[config.mk]
export PLATFORM = sky130hd
export DESIGN_NAME = pc_fetch_ctrl_flat
export DESIGN_NICKNAME = d
export VERILOG_FILES = /design/src/rtl/pc_fetch_ctrl_pkg.sv /design/src/rtl/pc_fetch_ctrl_if.sv /design/src/rtl/pc_fetch_ctrl_redirect_buf.sv /design/src/rtl/pc_fetch_ctrl.sv /design/src/flat_wrapper.sv
export SDC_FILE = /design/constraint.sdc
export NUM_CORES = 1
export LEC_CHECK = 0
export ABC_CLOCK_PERIOD_IN_PS = 2900
export CELL_PAD_IN_SITES_DETAIL_PLACEMENT = 0
export CELL_PAD_IN_SITES_GLOBAL_PLACEMENT = 1
export CORE_MARGIN = 1.5
export CORE_UTILIZATION = 31
export DETAILED_ROUTE_END_ITERATION = 10
export MAX_ROUTING_LAYER = met4
export PLACE_DENSITY_LB_ADDON = 0.25
export SYNTH_ARGS = -nofsm -noshare
export SYNTH_HDL_FRONTEND = slang
export SYNTH_SLANG_ARGS = --single-unit
[constraint.sdc]
create_clock -name clk -period 2.9 [get_ports clk]
set_clock_uncertainty 0.2 [all_clocks]
set_input_delay 0.725 -clock clk [delete_from_list [all_inputs] [get_ports clk]]
set_output_delay 0.725 -clock clk [all_outputs]
set_load 0.1 [all_outputs]
[src/rtl/pc_fetch_ctrl_pkg.sv]
// Shared definitions for the fetch sequencer: FSM states, redirect sources, default vector.
// Latency: n/a (types and constants only).
// Backpressure: n/a.
package pc_fetch_ctrl_pkg;

   // Sequencer states: one boot cycle, normal fetch, exception flush sequence.
   typedef enum logic [1:0] {
      ST_BOOT = 2'd0,
      ST_RUN  = 2'd1,
      ST_EXC  = 2'd2
   } state_e;

   // Source of a redirect, in priority order exc > branch > jump.
   typedef enum logic [1:0] {
      RD_NONE = 2'd0,
      RD_BR   = 2'd1,
      RD_JMP  = 2'd2,
      RD_EXC  = 2'd3
   } rd_src_e;

   localparam logic [31:0] DEF_EXC_VECTOR = 32'h0000_0080;

endpackage

[src/rtl/pc_fetch_ctrl_if.sv]
// Bundle between hazard/branch logic, imem, pc_reg and the fetch sequencer.
// Latency: n/a (wires only).
// Backpressure: imem_ready completes the fetch at the current PC; no ready means PC holds.
interface pc_fetch_ctrl_if;
   logic [31:0] pc;
   logic        stall;
   logic        br_taken;
   logic [31:0] br_target;
   logic        jmp;
   logic [31:0] jmp_target;
   logic        exc;
   logic        imem_ready;
   logic        imem_req;
   logic        pc_keep;
   logic        pc_jump;
   logic [31:0] pc_target;
   logic        flush_if_id;
   logic        flush_id_ex;
   logic [31:0] epc;

   // Environment side: pipeline, imem and pc_reg.
   modport master (
      output pc, stall, br_taken, br_target, jmp, jmp_target, exc, imem_ready,
      input  imem_req, pc_keep, pc_jump, pc_target, flush_if_id, flush_id_ex, epc
   );

   // Sequencer side.
   modport slave (
      input  pc, stall, br_taken, br_target, jmp, jmp_target, exc, imem_ready,
      output imem_req, pc_keep, pc_jump, pc_target, flush_if_id, flush_id_ex, epc
   );
endinterface

[src/rtl/pc_fetch_ctrl_redirect_buf.sv]
// Single-entry slot holding a redirect that arrived while fetch could not advance.
// Latency: set/clear take effect on the next edge; slot contents are visible combinationally.
// Backpressure: none; the caller only sets an empty slot and kill overrides everything.
module pc_redirect_buf (
   input  logic        clk,
   input  logic        rst,
   input  logic        set_i,
   input  logic        clr_i,
   input  logic        kill_i,
   input  logic [31:0] tgt_i,
   output logic        pend_v_o,
   output logic [31:0] pend_tgt_o
);

   logic        pend_v_q, pend_v_d;
   logic [31:0] pend_tgt_q, pend_tgt_d;

   // Next slot contents: kill beats clear beats set.
   always_comb begin
      pend_v_d   = pend_v_q;
      pend_tgt_d = pend_tgt_q;
      if (kill_i) begin
         pend_v_d = 1'b0;
      end else if (clr_i) begin
         pend_v_d = 1'b0;
      end else if (set_i) begin
         pend_v_d   = 1'b1;
         pend_tgt_d = tgt_i;
      end
   end

   // Slot registers, cleared asynchronously.
   always_ff @(posedge clk or negedge rst) begin
      if (!rst) begin
         pend_v_q   <= 1'b0;
         pend_tgt_q <= '0;
      end else begin
         pend_v_q   <= pend_v_d;
         pend_tgt_q <= pend_tgt_d;
      end
   end

   assign pend_v_o   = pend_v_q;
   assign pend_tgt_o = pend_tgt_q;

endmodule

[src/rtl/pc_fetch_ctrl.sv]
// Fetch sequencer driving pc_reg keep/jump/target from stall, branch, jump and exception events.
// Latency: outputs combinational from state/regs/inputs; redirects apply on the first advancing edge.
// Backpressure: PC holds while imem_ready=0 or stall=1; a redirect seen then is parked in one slot.
module pc_fetch_ctrl
   import pc_fetch_ctrl_pkg::*;
#(
   parameter logic [31:0] EXC_VECTOR   = DEF_EXC_VECTOR,
   parameter int          FLUSH_CYCLES = 3
) (
   input  logic            clk,
   input  logic            rst,
   pc_fetch_ctrl_if.slave  bus
);

   localparam int CNT_W = $clog2(FLUSH_CYCLES + 1);
   localparam logic [CNT_W-1:0] CNT_RELOAD = CNT_W'(FLUSH_CYCLES - 1);

   state_e            state_q, state_d;
   logic [CNT_W-1:0]  cnt_q, cnt_d;
   logic [31:0]       epc_q, epc_d;

   logic              pend_v;
   logic [31:0]       pend_tgt;
   logic              buf_set, buf_clr, buf_kill;

   rd_src_e           rd_src;
   logic [31:0]       rd_tgt;
   logic              new_rd;
   logic              adv;

   logic              imem_req_c, pc_keep_c, pc_jump_c;
   logic [31:0]       pc_target_c;
   logic              flush_if_id_c, flush_id_ex_c;

   pc_redirect_buf u_rd_buf (
      .clk        (clk),
      .rst        (rst),
      .set_i      (buf_set),
      .clr_i      (buf_clr),
      .kill_i     (buf_kill),
      .tgt_i      (rd_tgt),
      .pend_v_o   (pend_v),
      .pend_tgt_o (pend_tgt)
   );

   // Pick the pipeline redirect: an EX branch is older than an ID jump, so it wins.
   always_comb begin
      rd_src = RD_NONE;
      rd_tgt = '0;
      if (bus.br_taken) begin
         rd_src = RD_BR;
         rd_tgt = bus.br_target;
      end else if (bus.jmp) begin
         rd_src = RD_JMP;
         rd_tgt = bus.jmp_target;
      end
   end

   // A parked redirect already flushed the younger sources, so new ones are ignored meanwhile.
   assign new_rd = (rd_src != RD_NONE) && !pend_v;
   assign adv    = bus.imem_ready && !bus.stall;

   // Next state and all fetch controls.
   always_comb begin
      state_d       = state_q;
      cnt_d         = cnt_q;
      epc_d         = epc_q;
      imem_req_c    = 1'b0;
      pc_keep_c     = 1'b1;
      pc_jump_c     = 1'b0;
      pc_target_c   = '0;
      flush_if_id_c = 1'b0;
      flush_id_ex_c = 1'b0;
      buf_set       = 1'b0;
      buf_clr       = 1'b0;
      buf_kill      = 1'b0;

      case (state_q)
         ST_BOOT: begin
            // Hold the PC reset value for one cycle; exceptions are not yet meaningful.
            state_d = ST_RUN;
         end

         ST_RUN: begin
            imem_req_c = 1'b1;
            if (bus.exc) begin
               // Exception drops any concurrent redirect or stall and holds the PC.
               epc_d         = bus.pc;
               cnt_d         = CNT_RELOAD;
               buf_kill      = 1'b1;
               flush_if_id_c = 1'b1;
               flush_id_ex_c = 1'b1;
               state_d       = ST_EXC;
            end else begin
               pc_keep_c = !adv;
               if (pend_v) begin
                  // Anything fetched ahead of the parked redirect is wrong-path.
                  flush_if_id_c = bus.imem_ready;
                  if (adv) begin
                     pc_jump_c   = 1'b1;
                     pc_target_c = pend_tgt;
                     buf_clr     = 1'b1;
                  end
               end else if (new_rd) begin
                  flush_if_id_c = 1'b1;
                  flush_id_ex_c = (rd_src == RD_BR);
                  if (adv) begin
                     pc_jump_c   = 1'b1;
                     pc_target_c = rd_tgt;
                  end else begin
                     buf_set = 1'b1;
                  end
               end
            end
         end

         ST_EXC: begin
            flush_if_id_c = 1'b1;
            flush_id_ex_c = 1'b1;
            if (bus.exc) begin
               // A nested exception restarts the drain and records the newer PC.
               epc_d    = bus.pc;
               cnt_d    = CNT_RELOAD;
               buf_kill = 1'b1;
            end else if (cnt_q != '0) begin
               cnt_d = cnt_q - CNT_W'(1);
            end else begin
               // Vector regardless of stall: the pipeline is empty by now.
               pc_keep_c   = 1'b0;
               pc_jump_c   = 1'b1;
               pc_target_c = EXC_VECTOR;
               state_d     = ST_RUN;
            end
         end

         default: begin
            state_d = ST_BOOT;
         end
      endcase
   end

   // Sequencer state, drain counter and exception PC.
   always_ff @(posedge clk or negedge rst) begin
      if (!rst) begin
         state_q <= ST_BOOT;
         cnt_q   <= '0;
         epc_q   <= '0;
      end else begin
         state_q <= state_d;
         cnt_q   <= cnt_d;
         epc_q   <= epc_d;
      end
   end

   assign bus.imem_req    = imem_req_c;
   assign bus.pc_keep     = pc_keep_c;
   assign bus.pc_jump     = pc_jump_c;
   assign bus.pc_target   = pc_target_c;
   assign bus.flush_if_id = flush_if_id_c;
   assign bus.flush_id_ex = flush_id_ex_c;
   assign bus.epc         = epc_q;

endmodule

[src/flat_wrapper.sv]
// flat-port wrapper written by rule: the top's interface ports become plain ports
module pc_fetch_ctrl_flat import pc_fetch_ctrl_pkg::*;
#(
   parameter logic [31:0] EXC_VECTOR   = DEF_EXC_VECTOR,
   parameter int          FLUSH_CYCLES = 3
)
  (clk, rst, bus_pc, bus_stall, bus_br_taken, bus_br_target, bus_jmp, bus_jmp_target, bus_exc, bus_imem_ready, bus_imem_req, bus_pc_keep, bus_pc_jump, bus_pc_target, bus_flush_if_id, bus_flush_id_ex, bus_epc);
  pc_fetch_ctrl_if bus_i ();
  input  logic clk;
  input  logic rst;
  input wire logic [$bits(bus_i.pc)-1:0] bus_pc;
  input wire logic [$bits(bus_i.stall)-1:0] bus_stall;
  input wire logic [$bits(bus_i.br_taken)-1:0] bus_br_taken;
  input wire logic [$bits(bus_i.br_target)-1:0] bus_br_target;
  input wire logic [$bits(bus_i.jmp)-1:0] bus_jmp;
  input wire logic [$bits(bus_i.jmp_target)-1:0] bus_jmp_target;
  input wire logic [$bits(bus_i.exc)-1:0] bus_exc;
  input wire logic [$bits(bus_i.imem_ready)-1:0] bus_imem_ready;
  output wire logic [$bits(bus_i.imem_req)-1:0] bus_imem_req;
  output wire logic [$bits(bus_i.pc_keep)-1:0] bus_pc_keep;
  output wire logic [$bits(bus_i.pc_jump)-1:0] bus_pc_jump;
  output wire logic [$bits(bus_i.pc_target)-1:0] bus_pc_target;
  output wire logic [$bits(bus_i.flush_if_id)-1:0] bus_flush_if_id;
  output wire logic [$bits(bus_i.flush_id_ex)-1:0] bus_flush_id_ex;
  output wire logic [$bits(bus_i.epc)-1:0] bus_epc;
  assign bus_i.pc = bus_pc;
  assign bus_i.stall = bus_stall;
  assign bus_i.br_taken = bus_br_taken;
  assign bus_i.br_target = bus_br_target;
  assign bus_i.jmp = bus_jmp;
  assign bus_i.jmp_target = bus_jmp_target;
  assign bus_i.exc = bus_exc;
  assign bus_i.imem_ready = bus_imem_ready;
  assign bus_imem_req = bus_i.imem_req;
  assign bus_pc_keep = bus_i.pc_keep;
  assign bus_pc_jump = bus_i.pc_jump;
  assign bus_pc_target = bus_i.pc_target;
  assign bus_flush_if_id = bus_i.flush_if_id;
  assign bus_flush_id_ex = bus_i.flush_id_ex;
  assign bus_epc = bus_i.epc;
  pc_fetch_ctrl #(.EXC_VECTOR(EXC_VECTOR), .FLUSH_CYCLES(FLUSH_CYCLES)) u_core (.clk(clk), .rst(rst), .bus(bus_i));
endmodule
==> results of run 1 <==
routing by layer:
layer  up-vias  share of wire (%)  global-route usage (%)  wire (um)
li1       1533                  -                       -          -
met1      1574                 42                    22.0       4640
met2       136                 48                    31.5       5200
met3        15                8.2                    5.17        890
met4         0                1.8                    6.59        193
met5         -                  0                       -          0
registers in the layout (all words and copies together), names as in the netlist:
signal                      count
u_core.u_rd_buf.pend_tgt_o     32
u_core.bus.epc                 32
u_core.u_rd_buf.pend_v_o        1
u_core.state_q                  2
u_core.cnt_q                    2
through the flow:
step,instance area [sq um],cells,hold WS [ns],setup WS [ns]
floorplan,4010,308,0.229,-0.165
global placement,6300,624,0.277,-0.442
detailed placement,6300,624,0.288,-0.473
CTS,6810,645,0.297,-0.0454
global route,6900,651,0.330,-0.0520
finish,6900,651,0.293,0.0130
worst max-delay path: cells and delay by family, from the launching register on:
family	cells	cell delay, ns
AOI/OAI and AO/OA	1	0.23
adders and majority gates	1	0.16
buffers and inverters	2	0.29
DFF	1	0.39
and+or+nand+nor	2	0.57
layout make-up:
cell class | count | area, sq um | share of cell area [%]
Inverter | 7 | 28.8 | 0.417
Timing Repair Buffer | 210 | 2420 | 35.1
Clock buffer | 10 | 229 | 3.32
Sequential cell | 69 | 1730 | 25.1
Tap cell | 140 | 175 | 2.54
Clock inverter | 6 | 95.1 | 1.38
Multi-Input combinational cell | 209 | 2220 | 32.2
logic make-up after synthesis:
group	after synthesis	share of synthesized area [%]
adder cells (fa/ha/maj)	6	2.11
multiplexers	65	20.5
buffers and inverters	30	4.04
AND/OR/NAND/NOR	57	7.34
AO/OA/AOI/OAI	81	17.5
flip-flops	69	48.5
how the worst min path moves through the flow:
stage / startpoint / endpoint / slack, ns / depth (start not counted)
floorplan: rst / u_core.bus.epc[0] / 0.23 / 0
global placement: u_core.cnt_q[0] / u_core.cnt_q[0] / 0.28 / 1
detailed placement: u_core.cnt_q[0] / u_core.cnt_q[0] / 0.29 / 1
CTS: u_core.cnt_q[0] / u_core.cnt_q[0] / 0.30 / 1
global route: u_core.bus.epc[20] / u_core.bus.epc[20] / 0.33 / 1
finish: u_core.cnt_q[0] / u_core.cnt_q[0] / 0.29 / 1
repair_timing:
action                                  4_1_cts  5_1_grt
hold buffers                                  0        0
resized for setup                            55       10
endpoints found under the setup margin       35       34
buffers inserted                              3        5
cloned                                        2        1
pin swaps                                    30       11
cell usage in the layout, fill, tap and decap left out, types with 2 or more instances in the layout:
cell	count
clkbuf_16	10
dfrtp_1	67
ha_4	2
inv_1	4
buf_2	2
nor2_4	33
o21ai_0	4
dfrtp_2	2
clkinv_4	2
nand2b_4	2
mux2_2	65
nor2b_1	2
ha_1	4
buf_6	2
dlygate4sd2_1	2
a32oi_1	2
clkdlybuf4s50_1	94
nand2_1	8
a22oi_2	32
a22o_1	30
bufinv_16	2
a21oi_4	2
nor2_1	3
inv_2	2
buf_12	44
buf_4	63
buf_16	2
a21oi_1	4
inv_6	2
power breakdown:
| group | switching, mW | internal (mW) |
|---|---|---|
| Clock | 0.434 | 0.762 |
| Sequential | 0.286 | 1.44 |
| Combinational | 2.95 | 1.49 |
| Total | 3.67 | 3.69 |
==> impl_metrics.json, run 1 <==
{
  "worst_pin_slew_ns": 0.901,
  "synthCells": 308,
  "ir_drop_mv": 1.51,
  "die_area_sq_um": 12100,
  "fillers": 910,
  "cp_cell_sequence": "inv_2 > ha_4 > nand2b_4 > or4_4 > a31oi_4 > buf_12",
  "drt-total-wl_um": 10900,
  "clk_pin_slew_ns": 0.06,
  "cts_sinks": 69,
  "firstDrtPassIters": 4,
  "synth_largest_area_cell": "dfrtp_1",
  "grt_pass1_vias": 3436,
  "core-area_sq_um": 11000,
  "endpoint": "bus_pc_target[7]",
  "port_buffers": 171,
  "diodes": 0,
  "max-cap-violations": 0,
  "clk_path_buf_depth": 2,
  "synth_area_per_cell_sq_um": 11.6,
  "final_antenna_net_count": 0,
  "relSlewSlack_pct": 39.9,
  "cts_buffers": 9,
  "criticalPathCategory": "flop to primary output",
  "max_clock_freq_mhz": 346,
  "synth_ff_type": "dfrtp_1",
  "synth_top_cells_by_area": "dfrtp_1 (48%), mux2_2 (21%), a22o_1 (7.4%), a22oi_1 (6.7%), nor2_1 (3.8%)",
  "drt_iter0_markers": 82,
  "status": "finished, final reports clean",
  "area_growth_pct": 93.7,
  "reg2reg_slack_ns": 0.89,
  "drc_errors": 0,
  "root_buffer": "clkbuf_16",
  "ys_ff_latch": 69,
  "start_util_pct": 32.3,
  "insertion_delay_ns": 0.33,
  "critPathSlowestCell": "or4_4",
  "worst_ep_arrival_time_ns": 1.96,
  "rsz0062_at_grt": "true",
  "total_power_mw": 7.36,
  "yosysSeqAreaShare_pct": 48.5,
  "setup_viol": 0,
  "cts_tree": "yes",
  "grt_start_max_net_pins": 70,
  "yosysTopAreaCellShare_pct": 48.5,
  "period_share_pct": 99.6,
  "avgViaCountPerCell": 5.00,
  "timing.rr.end": "u_core.u_rd_buf.pend_tgt_o[28]",
  "r2r_cells": 7,
  "hpwl_um": 7870,
  "yosysMostFrequentCell": "dfrtp_1",
  "leakagePower_nw": 2.73,
  "hp-class": "flop to flop",
  "cp.required_ns": 1.98,
  "synthTopCellsByCount": "dfrtp_1 (69), mux2_2 (65), nor2_1 (36)",
  "startpoint": "u_core.state_q[1]",
  "via_count": 3258,
  "drv_slew": 0,
  "worst-path-max-fanout": 4,
  "placementRows": 38,
  "syn-cell-area_sq_um": 3560,
  "gp_congestion": 0.732,
  "async_flop_share_pct": 100,
  "layout.nets": 615,
  "finalCriticalPeriod_ns": 2.89,
  "cp_slowest_stage_delay_ns": 0.52,
  "grt-ovfl-total": 0,
  "synth_edf_count": 0,
  "yosysWarnings": 0,
  "synth_nets": 417,
  "end_kind": "primary output",
  "timing.rr.start": "u_core.state_q[1]",
  "hold_viol": 0,
  "synth_cell_types": 30,
  "die_x_um": 110,
  "dieHeight_um": 110,
  "fin_util_pct": 62.6,
  "cp-start-kind": "flop",
  "grt.total_usage_pct": 18.9,
  "htree_levels": 3,
  "grt_pass1_wl_um": 16800,
  "finalSetupTns_ns": 0,
  "drive_gt1_share_pct": 55.0,
  "ios": 172,
  "antenna_found_initial": 0,
  "p_per_area_nw_per_um2": 1070,
  "wl_per_cell_um": 16.8
}
(Power assumes the default switching activity.)
==> inputs of run 2 (changes only) <==
- CORE_MARGIN: 1.5 -> 3
==> run 2 against run 1 <==
Global-route usage increased by 0.090 points. Critical endpoint unchanged. Highest routed layer unchanged. Clock power about the same. Largest cell class unchanged. Cell area increased by 2.1%. The run now ends with negative setup slack left.
==> impl_metrics.json, run 2 (synthesis results as in run 1) <==
{
  "placed_area_sq_um": 6250,
  "drt-total-wl_um": 11900,
  "status": "finished, violations left",
  "criticalPathCategory": "input port to primary output",
  "worst_pin_slew_ns": 0.898,
  "wl_per_cell_um": 17.8,
  "gp_congestion": 0.727,
  "cts_buffers": 9,
  "core-area_sq_um": 11000,
  "max-cap-violations": 0,
  "ios": 172,
  "grt_pass1_wl_um": 18900,
  "stdcell_area_sq_um": 7040,
  "p_per_area_nw_per_um2": 1050,
  "clk_pin_slew_ns": 0.06,
  "finalCriticalPeriod_ns": 2.94,
  "critPathSlowestCell": "or4_4",
  "finalNonFillerCells": 667,
  "end_kind": "primary output",
  "dp_cells": 624,
  "leakagePower_nw": 2.83,
  "die_x_um": 113,
  "grt-ovfl-total": 0,
  "crit_buf_inv": 3,
  "period_share_pct": 101,
  "drt_iter0_markers": 94,
  "placementRows": 38,
  "grt_pass1_vias": 3764,
  "finalSetupTns_ns": -0.0411,
  "area_growth_pct": 97.7,
  "root_buffer": "clkbuf_16",
  "htree_levels": 3,
  "rsz0062_at_grt": "true",
  "hold_viol": 0,
  "ir_drop_mv": 1.21,
  "start_util_pct": 32.3,
  "dieHeight_um": 113,
  "antenna_found_initial": 0,
  "intPower_mw": 3.72,
  "cts_sinks": 69,
  "switching_share_pct": 49.8,
  "mostFrequentLayoutCell": "clkdlybuf4s50_1",
  "diodes": 0,
  "avgViaCountPerCell": 5.01,
  "failed_checks": "negative setup slack",
  "cts_tree": "yes",
  "insertion_delay_ns": 0.33,
  "combPwrFrac_pct": 60.8,
  "fin_util_pct": 63.9,
  "port_buffers": 171,
  "final_cell_mix": "clkdlybuf4s50_1 (94), buf_4 (71), dfrtp_1 (69)",
  "hp-class": "input port to asynchronous set/reset pin",
  "hold_buffers": 0,
  "layout.nets": 631,
  "hold_ws_ns": 0.301,
  "cp-start-kind": "input port",
  "worst_slack_ns": -0.0411,
  "cp.required_ns": 1.98,
  "worst_ep_arrival_time_ns": 2.02,
  "grt_start_max_net_pins": 70,
  "relSlewSlack_pct": 40.1,
  "worst-path-max-fanout": 2,
  "via_count": 3343,
  "clk_path_buf_depth": 2,
  "grt.total_usage_pct": 19.0,
  "die_area_sq_um": 12800,
  "drc_errors": 0,
  "switching_power_mw": 3.68,
  "cpLargestDelayFamily": "simple AND/OR/NAND/NOR gates",
  "firstDrtPassIters": 4,
  "cp_cell_sequence": "buf_2 > nand2b_4 > buf_6 > or4_4 > a31oi_4 > buf_12",
  "cp_slowest_stage_delay_ns": 0.52,
  "final_antenna_net_count": 0,
  "hpwl_um": 8230,
  "p_seq_share_pct": 23.4,
  "setup_viol": 1,
  "max_clock_freq_mhz": 340,
  "clockPowerShare_pct": 15.8,
  "drive_gt1_share_pct": 56.2,
  "drv_slew": 0
}
[run 2: cell types whose count changed in the layout (fill, tap and decap cells not counted), sizes merged]
cell      change
buf          +12
bufbuf        +1
clkbuf        +1
clkinv        +1
clkinvlp      +2
inv           -2
nor2          +1
[run 2: path summary, 6_finish.rpt]
path / slack, ns / start / cells after the start / end
max: -0.04 / bus_stall / 6 / bus_pc_target[7]
max in group asynchronous: 1.59 / rst / 1 / u_core.state_q[1]
max reg2reg: 0.76 / u_core.state_q[1] / 8 / u_core.u_rd_buf.pend_tgt_o[26]
min reg2reg: 0.30 / u_core.cnt_q[0] / 1 / u_core.cnt_q[0]
min in group clk: 0.30 / u_core.cnt_q[0] / 1 / u_core.cnt_q[0]
min: 0.30 / rst / 1 / u_core.u_rd_buf.pend_tgt_o[4]
[run 2: metrics by stage]
stage / power [mW] / setup WS [ns]
global placement: 5.87 / -0.774
floorplan: 4.85 / -0.165
CTS: 7.36 / -0.0626
global route: 7.71 / -0.0894
detailed placement: 5.96 / -0.794
finish: 7.40 / -0.0411
[run 2: what timing repair did]
item,in CTS,in global routing
gates resized for setup,64,4
endpoints found under the setup margin,35,33
gates cloned,2,3
setup buffers,21,1
pin swaps,12,3
[run 2: cell type report]
type,instances,area [sq um]
Clock inverter,7,90.1
Multi-Input combinational cell,210,2230
Inverter,7,28.8
Timing Repair Buffer,225,2560
Tap cell,140,175
Clock buffer,9,225
Sequential cell,69,1730
Fill cell,913,3990
[run 2: power groups by stage]
stage,Combinational (mW),Clock [mW],Sequential (mW)
6_report,4.50,1.17,1.73
5_1_grt,4.69,1.24,1.78
4_1_cts,4.43,1.20,1.73
3_5_place_dp,4.24,0,1.71
3_3_place_gp,4.19,0,1.68
2_1_floorplan,1.51,0,3.34
[run 2: layer usage]
metal  GRT usage, %  vias up  routed length [um]
li1               -     1566                   -
met1           22.6     1631                5040
met2           32.0      137                5920
met3           4.97        9                 861
met4           4.89        0                  74
met5              -        -                   0
